File: src/rtl/lee_rtc_pkg.sv
// Shared definitions for the RTC reader: FSM states, RTC register addresses,
// bus slot phase boundaries and the {CS, AD, RD, WR} strobe encodings.
package lee_rtc_pkg;

    typedef enum logic [1:0] {
        ESPERA  = 2'd0,
        CICLO   = 2'd1,
        PUBLICA = 2'd2
    } estado_t;

    localparam int unsigned NUM_REGS = 6;

    // RTC register addresses, in sweep order
    localparam logic [7:0] DIR_SEGUNDOS = 8'h21;
    localparam logic [7:0] DIR_MINUTOS  = 8'h22;
    localparam logic [7:0] DIR_HORAS    = 8'h23;
    localparam logic [7:0] DIR_DIA      = 8'h24;
    localparam logic [7:0] DIR_MES      = 8'h25;
    localparam logic [7:0] DIR_ANIO     = 8'h26;

    // Last cycle of each phase within a 40-cycle bus slot
    localparam logic [5:0] FIN_REPOSO  = 6'd3;
    localparam logic [5:0] FIN_DIR     = 6'd5;
    localparam logic [5:0] FIN_ESCR    = 6'd11;
    localparam logic [5:0] FIN_CIERRE  = 6'd13;
    localparam logic [5:0] FIN_ESPERA  = 6'd25;
    localparam logic [5:0] FIN_LECT    = 6'd31;
    localparam logic [5:0] FIN_SLOT    = 6'd39;

    // Strobe patterns {CS, AD, RD, WR}, all active-low
    localparam logic [3:0] CTRL_INACTIVO = 4'b1111;
    localparam logic [3:0] CTRL_DIR      = 4'b1011;
    localparam logic [3:0] CTRL_ESCR     = 4'b0010;
    localparam logic [3:0] CTRL_LECT     = 4'b0101;

    function automatic logic [7:0] direccion(input logic [2:0] idx);
        logic [7:0] d;
        case (idx)
            3'd0:    d = DIR_SEGUNDOS;
            3'd1:    d = DIR_MINUTOS;
            3'd2:    d = DIR_HORAS;
            3'd3:    d = DIR_DIA;
            3'd4:    d = DIR_MES;
            default: d = DIR_ANIO;
        endcase
        return d;
    endfunction

endpackage

File: src/rtl/lee_rtc_temporizador_bus.sv
// Bus slot timer: 40-cycle slot counter plus phase decode.
// Ports: clk, reset (async, active-high), activo (slot running),
//        control ({CS,AD,RD,WR} strobes), conduce (drive address on bus),
//        captura (sample ad_in this cycle), fin_slot (last cycle of slot).
module temporizador_bus
    import lee_rtc_pkg::*;
(
    input  logic       clk,
    input  logic       reset,
    input  logic       activo,
    output logic [3:0] control,
    output logic       conduce,
    output logic       captura,
    output logic       fin_slot
);

    logic [5:0] cnt;

    // Counter is held at 0 whenever no slot runs, so every slot starts at 0.
    always_ff @(posedge clk or posedge reset) begin
        if (reset) begin
            cnt <= '0;
        end else if (!activo || cnt == FIN_SLOT) begin
            cnt <= '0;
        end else begin
            cnt <= cnt + 1'b1;
        end
    end

    always_comb begin
        control  = CTRL_INACTIVO;
        conduce  = 1'b0;
        captura  = 1'b0;
        fin_slot = 1'b0;
        if (activo) begin
            if (cnt <= FIN_REPOSO) begin
                control = CTRL_INACTIVO;
            end else if (cnt <= FIN_DIR) begin
                control = CTRL_DIR;
                conduce = 1'b1;
            end else if (cnt <= FIN_ESCR) begin
                control = CTRL_ESCR;
                conduce = 1'b1;
            end else if (cnt <= FIN_CIERRE) begin
                control = CTRL_DIR;
                conduce = 1'b1;
            end else if (cnt <= FIN_ESPERA) begin
                control = CTRL_INACTIVO;
            end else if (cnt <= FIN_LECT) begin
                // RD low: bus released, RTC drives it
                control = CTRL_LECT;
            end else begin
                control = CTRL_INACTIVO;
            end
            captura  = (cnt == FIN_LECT);
            fin_slot = (cnt == FIN_SLOT);
        end
    end

endmodule

File: src/rtl/lee_rtc.sv
// RTC reader: sweeps registers 21h..26h over the multiplexed AD bus, one
// 40-cycle slot each, then publishes all six BCD values at once.
// Ports: clk, reset (async, active-high), habilita (start/continue sweeps),
//        ad_in/ad_out/ad_oe (AD bus), control ({CS,AD,RD,WR} active-low),
//        segundos..anio (last complete snapshot), dato_valido (publish pulse).
module lee_rtc
    import lee_rtc_pkg::*;
(
    input  logic       clk,
    input  logic       reset,
    input  logic       habilita,
    input  logic [7:0] ad_in,
    output logic [7:0] ad_out,
    output logic       ad_oe,
    output logic [3:0] control,
    output logic [7:0] segundos,
    output logic [7:0] minutos,
    output logic [7:0] horas,
    output logic [7:0] dia,
    output logic [7:0] mes,
    output logic [7:0] anio,
    output logic       dato_valido
);

    estado_t    estado, estado_sig;
    logic [2:0] idx;
    logic [7:0] sombra [0:NUM_REGS-1];
    logic       conduce, captura, fin_slot;

    temporizador_bus u_temporizador (
        .clk      (clk),
        .reset    (reset),
        .activo   (estado == CICLO),
        .control  (control),
        .conduce  (conduce),
        .captura  (captura),
        .fin_slot (fin_slot)
    );

    always_comb begin
        estado_sig = estado;
        case (estado)
            ESPERA:  if (habilita) estado_sig = CICLO;
            CICLO: begin
                // habilita is only honoured at slot boundaries
                if (fin_slot) begin
                    if (!habilita)
                        estado_sig = ESPERA;
                    else if (idx == 3'(NUM_REGS - 1))
                        estado_sig = PUBLICA;
                end
            end
            PUBLICA: estado_sig = habilita ? CICLO : ESPERA;
            default: estado_sig = ESPERA;
        endcase
    end

    always_ff @(posedge clk or posedge reset) begin
        if (reset) begin
            estado <= ESPERA;
            idx    <= '0;
            for (int unsigned i = 0; i < NUM_REGS; i++) sombra[i] <= '0;
            segundos <= '0;
            minutos  <= '0;
            horas    <= '0;
            dia      <= '0;
            mes      <= '0;
            anio     <= '0;
        end else begin
            estado <= estado_sig;

            if (estado_sig != CICLO)
                idx <= '0;
            else if (estado == CICLO && fin_slot)
                idx <= idx + 1'b1;

            // An aborted sweep is thrown away rather than left half-filled.
            if (estado == CICLO && estado_sig == ESPERA) begin
                for (int unsigned i = 0; i < NUM_REGS; i++) sombra[i] <= '0;
            end else if (captura) begin
                sombra[idx] <= ad_in;
            end

            // Loaded on entry to PUBLICA so the values are already stable
            // during the dato_valido cycle.
            if (estado == CICLO && estado_sig == PUBLICA) begin
                segundos <= sombra[0];
                minutos  <= sombra[1];
                horas    <= sombra[2];
                dia      <= sombra[3];
                mes      <= sombra[4];
                anio     <= sombra[5];
            end
        end
    end

    assign dato_valido = (estado == PUBLICA);
    assign ad_oe       = conduce;
    assign ad_out      = conduce ? direccion(idx) : '0;

endmodule

File: config.mk
export PLATFORM = sky130hd
export DESIGN_NAME = lee_rtc
export DESIGN_NICKNAME = d
export VERILOG_FILES = /design/src/rtl/lee_rtc_pkg.sv /design/src/rtl/lee_rtc_temporizador_bus.sv /design/src/rtl/lee_rtc.sv
export SDC_FILE = /design/constraint.sdc
export NUM_CORES = 1
export LEC_CHECK = 0
export ABC_CLOCK_PERIOD_IN_PS = 3100
export CAP_MARGIN = 20
export CORE_MARGIN = 2
export CORE_UTILIZATION = 45
export CTS_CLUSTER_SIZE = 24
export DETAILED_ROUTE_END_ITERATION = 8
export PLACE_DENSITY = 0.72
export SETUP_SLACK_MARGIN = 0.4
export SYNTH_ARGS = -nofsm -noshare
export SYNTH_HDL_FRONTEND = slang
export SYNTH_HIERARCHICAL = 1
export SYNTH_SLANG_ARGS = --single-unit
export TNS_END_PERCENT = 50
File: constraint.sdc
create_clock -name clk -period 3.1 [get_ports clk]
set_input_delay 0.62 -clock clk [delete_from_list [all_inputs] [get_ports clk]]
set_output_delay 0.62 -clock clk [all_outputs]
set_load 0.03 [all_outputs]
; Word-level counts from Yosys, hierarchy flattened
; Cells that the tools add are included.
[op_classes]
magnitude_cmp = 8
bitwise_logic = 1
n_reduce_logical = 11
n_eq_ne = 11
addsub = 2
mux = 30
[op_table]
columns = cell, n
row1 = $mux W48, 2
row2 = $bwmux W48, 1
row3 = $mux W4, 7
row4 = $demux W8 S3, 1
row5 = $mux W8, 2
row6 = $pmux W3 S5, 1
row7 = $le A6 B4 Y1 const B, 2
row8 = $le A6 B5 Y1 const B, 2
row9 = $mux W1, 8
row10 = $mux W2, 4
row11 = $add A6 B1 Y6 const B, 1
row12 = $eq A3 B2 Y1 const B, 2
row13 = $eq A3 B3 Y1 const B, 2
row14 = $eq A6 B5 Y1 const B, 1
row15 = $eq A6 B6 Y1 const B, 1
row16 = $le A6 B2 Y1 const B, 1
row17 = $le A6 B3 Y1 const B, 1
row18 = $mux W3, 2
row19 = $mux W6, 1
row20 = $pmux W2 S3, 1
row21 = $eq A2 B2 Y1 const B, 2
row22 = $ge A4 B4 Y1 const B, 1
row23 = $logic_and A1 B1 Y1, 4
row24 = $logic_not A2 Y1, 2
row25 = other kinds (10), 11
[totals]
reg_bits = 107
word_cells = 78
out_inout_bits = 62
in_bits = 11

; Depth between registers and ports, before layout
[logic_depth]
ltp_word = 8
depth_mapped = 9
mapped_depth_nobuf = 7

; Cells and area by module
; The synthesis kept the hierarchy.
[by_module_without_submodules]
columns = mod, area_per_inst_um2, cells_per_inst, seq_area_each_um2, n_inst
row1 = lee_rtc, 4219.0, 338, 2527.4, 1
row2 = temporizador_bus, 464.2, 50, 150.1, 1

; Worst setup path before layout
; Ideal clock, no wire load.
[synth_timing]
path_kind = register to output
startpoint = reg estado[0]
endpoint = out ad_out[2]
arrival_ps = 1930
slack_ps = 550
stages_incl_launch_ff = 6
required_time_ps = 2480
n_path_buf = 0
cell_sequence = dfrtp_1 -> nor2b_1 -> inv_1 -> a2111oi_4 -> o21a_1 -> o31a_1
[synth_via]
elab_chain_len = 3
[synth_lines]
columns = element, line_no
row1 = "start, declared", lee_rtc.sv:25  ; estado_t estado, estado_sig;
row2 = "start signal, assigned", lee_rtc.sv:70  ; estado <= estado_sig;
row3 = $eq A2 B1 Y1, lee_rtc.sv:33  ; .activo (estado == CICLO),
row4 = $mux W1, lee_rtc_temporizador_bus.sv:35  ; if (activo) begin
row5 = net ad_oe, lee_rtc.sv:14  ; output logic ad_oe,
row6 = $mux W8, lee_rtc.sv:99  ; assign ad_out = conduce ? direccion(idx) : '0;
row7 = "end, declared", lee_rtc.sv:13  ; output logic [7:0] ad_out,
; The timed path passes the listed nets, and every way through them passes these cells.

; Final worst setup path
[layout_timing]
startpoint = reg u_temporizador.cnt[0]
endpoint = out ad_oe
[layout_via]
elab_chain_len = 6
word_cells_on_any_way = 9
classes_between = order compare (4) / mux (5)
[layout_lines]
columns = element, line_no
row1 = "start, declared", lee_rtc_temporizador_bus.sv:17  ; logic [5:0] cnt;
row2 = "start signal, assigned", lee_rtc_temporizador_bus.sv:26  ; cnt <= cnt + 1'b1;
row3 = $le A6 B4 Y1, lee_rtc_temporizador_bus.sv:44  ; end else if (cnt <= FIN_CIERRE) begin
row4 = $mux W1, lee_rtc_temporizador_bus.sv:44
row5 = $mux W1, lee_rtc_temporizador_bus.sv:41  ; end else if (cnt <= FIN_ESCR) begin
row6 = $mux W1, lee_rtc_temporizador_bus.sv:38  ; end else if (cnt <= FIN_DIR) begin
row7 = $mux W1 (*), lee_rtc_temporizador_bus.sv:36  ; if (cnt <= FIN_REPOSO) begin
row8 = $mux W1 (*), lee_rtc_temporizador_bus.sv:35
row9 = "end, declared", lee_rtc.sv:14
; Every way passes the cells marked *; elsewhere a longest branch is shown, timed or not.

==> summary.txt <==
Worst setup path
  • Crit Path Max Fanout: 4
  • CP endpoint kind: output pin
  • Arr. time, crit path: 2.13 ns
  • WP data required: about 2.5 ns
  • Startpoint types: register
  • WS Path Type: register to output pin

Job
  • Maxcap violations: 0

Timing
  • FMAX: 364 MHz
  • Hold Fails Final Rpt: 0
  • Slew HR: just over 60%
  • Final Cycle Share: between 80% and 90%
  • Slew @ Worst Pin: approximately 0.57 ns
  • Post-route minimum period: 2.75 ns
  • Worst clock skew: roughly 0.009 ns
  • Setup violations, final: 0
  • RSZ-0062 raised after global routing: yes
  • Slew Viols, Final: 0
  • Final hold slack: 0.499 ns
  • Final TNS setup: 0 ns

GRT
  • Antenna violations before repair: 0
  • GRT Resource Usage Total: 17.1%
  • Vias in the first global route: between 3k and 4k
  • Gr ovfl total: 0
  • Largest net degree at the start of global routing: approximately 100
  • First-pass GRT wire length: roughly 15 mm

Yosys
  • Post-synth EDFFs: 0
  • Post-synth top area share: about 57%
  • Post-synthesis sequential area ratio: between 50% and 60%
  • Synth Instances: around 390
  • Mean Syn Cell Area: 12.1 um2
  • Dominant synthesized flop cell: dfrtp_1
  • Top post-synthesis cells by area: dfrtp_1, mux2_2, mux2i_1
  • Synthesis warning total: 6
  • Post-Syn Area: 4680 um2
  • Post-synth cell types: 47
  • Seq cells post-synth: 107
  • Async set or reset register ratio after synthesis: 100%
  • Largest area contributor in the netlist: dfrtp_1

Power
  • P_leak: between 2 and 3 nW
  • VDD IR max: around 0.56 mV
  • Pwr Total: 4.21 mW
  • Power per cell area: between 700 and 800 nW/um2

Routing
  • Drt first pass iters: 4
  • Via/cell ratio: ~5.1
  • Vias: between 3k and 4k
  • Remaining antenna violation count: 0
  • DR WL/cell: about 15 um
  • DRC: 0
  • Final wirelength: a little over 9 mm
  • Drt first-iter violations: roughly 140

Cells and area
  • Post-layout net count: 474
  • Filler Cell Count: between 800 and 900
  • Area Overhead vs Synth: 21.7%
  • Number of diodes: 0
  • Layout cells sized above 1: 18.9%

Placed design
  • GPL Wtd Cong: around 0.79
  • I/O Buffers: between 60 and 70
  • Post-DP HPWL: a little under 6 mm

Floorplan
  • IO Pins: 73
  • Die height: about 110 um
  • Rows: 37
  • Die width: 106 um
  • Die area: around 11000 um2
  • Core area: roughly 10000 um2
  • Initial Util: around 46%

Clocking
  • Clk Latency, worst-skew pair: between 0.3 and 0.4 ns
  • CTS tree: built
  • Sink Count: between 100 and 150
  • Worst-path clk slew: ~0.1 ns
  • H-tree depth: 3
  • CTS root buf: clkbuf_8
  • Max Buffers Root-to-Sink: 2
  • Cts hold-fix bufs: 0
  • CTS buffer count: 9

Outcome
  • Status: finished, final reports clean

Worst hold path
  • Hold crit path type: register to register
[metal layers]
metal / track usage (%) / wire length (um)
met1: 24.6 / 4360
met5: 0 / 0
met4: 6.77 / 142
met2: 25.9 / 4320
met3: 3.13 / 406
[placed cells by master (no fill, tap or decap), types with 4 or more instances in the layout]
cell type          n
dfrtp_1          107
ha_1               6
buf_4             10
buf_6              4
nor2_1            39
mux2i_1           25
inv_1              8
mux2_1             9
mux2_2            39
a21oi_1           24
clkbuf_8          10
nand2_1           51
clkdlybuf4s50_1   59
nor2b_1            4
conb_1             4
[logic make-up (layout without fill, tap and decap cells)]
logic type               count (synthesis)  after routing  synth area share, %
AO/OA/AOI/OAI                           36             36                 5.13
XOR/XNOR                                 6              6                 1.12
adder cells (fa/ha/maj)                  8              8                 2.14
buffers and inverters                   37            106                 4.78
flip-flops                             107            107                 57.2
multiplexers                            73             73                 16.9
other                                    1              4               0.0801
AND/OR/NAND/NOR                        120            120                 12.7
[registers in the layout (all words and copies together) (netlist names)]
register and count:
idx 3, horas 8, minutos 8, anio 8, segundos 8, sombra 48, u_temporizador/cnt 6, dia 8
mes 8, estado 2
[Yosys cell counts (2+ instances only)]
library cell    n
ha_1            8
mux2i_1        25
nor2b_1         4
buf_6           3
o21a_1          2
dfrtp_1       107
nand3_1         3
or2_1           2
nand4b_1        3
a21oi_1        24
nor4bb_1        2
nor2_1         40
xnor2_1         3
and4b_1         2
buf_4          11
mux2_2         39
mux2_1          9
inv_1          10
clkbuf_1        4
buf_2           8
nand2_1        51
xor2_1          3
[per-stage QoR]
step,std cells,instance area [um2],setup slack (ns),util (%)
floorplan,391,4700,0.550,-
global placement,574,5450,0.251,53.3
detailed placement,574,5450,0.203,53.3
CTS,594,5670,0.245,55.4
global route,596,5700,0.217,55.7
finish,596,5700,0.353,55.7
[path summary, 6_finish.rpt]
path	end	from	slack, ns	cells past startpoint
setup / recovery	ad_oe	u_temporizador/cnt[0]	0.35	7
hold / removal	anio[4]	sombra[4]	0.50	1
setup reg to reg	horas[6]	u_temporizador/cnt[0]	0.66	10
hold reg to reg	anio[4]	sombra[4]	0.50	1
max in group asynchronous	minutos[7]	reset	1.91	3
min in group asynchronous	u_temporizador/cnt[0]	reset	0.55	2
[critical path, stage by stage (launching register included)]
cell           delay [ns]
dfrtp_1              0.42
inv_1                0.08
ha_1                 0.14
nor2_1               0.05
and2_4               0.17
a2111oi_4            0.30
o21a_1               0.20
dlygate4sd2_1        0.40
[power breakdown]
group / total [mW] / leakage (nW) / internal, mW / switching [mW]
clock: 0.843 / 0.0991 / 0.392 / 0.451
sequential: 2.06 / 1.42 / 1.75 / 0.318
combinational: 1.30 / 1.12 / 0.604 / 0.700
total: 4.21 / 2.64 / 2.74 / 1.47
[timing repair]
item                       in CTS  in global routing
resized for setup              26                 19
buffers inserted                4                  2
setup endpoints to repair       9                  9
pin swaps                       1                  4
[cell type report]
type,instances,area [um2],area share (%)
clock buffers,11,141,2.48
clock inverters,5,52.6,0.922
inverters,10,41.3,0.725
multi-input cells,247,1830,32.1
flip-flops and latches,107,2680,47.0
well taps,136,170,2.99
repair buffers,80,787,13.8
Power figures use the tool's default switching activity.
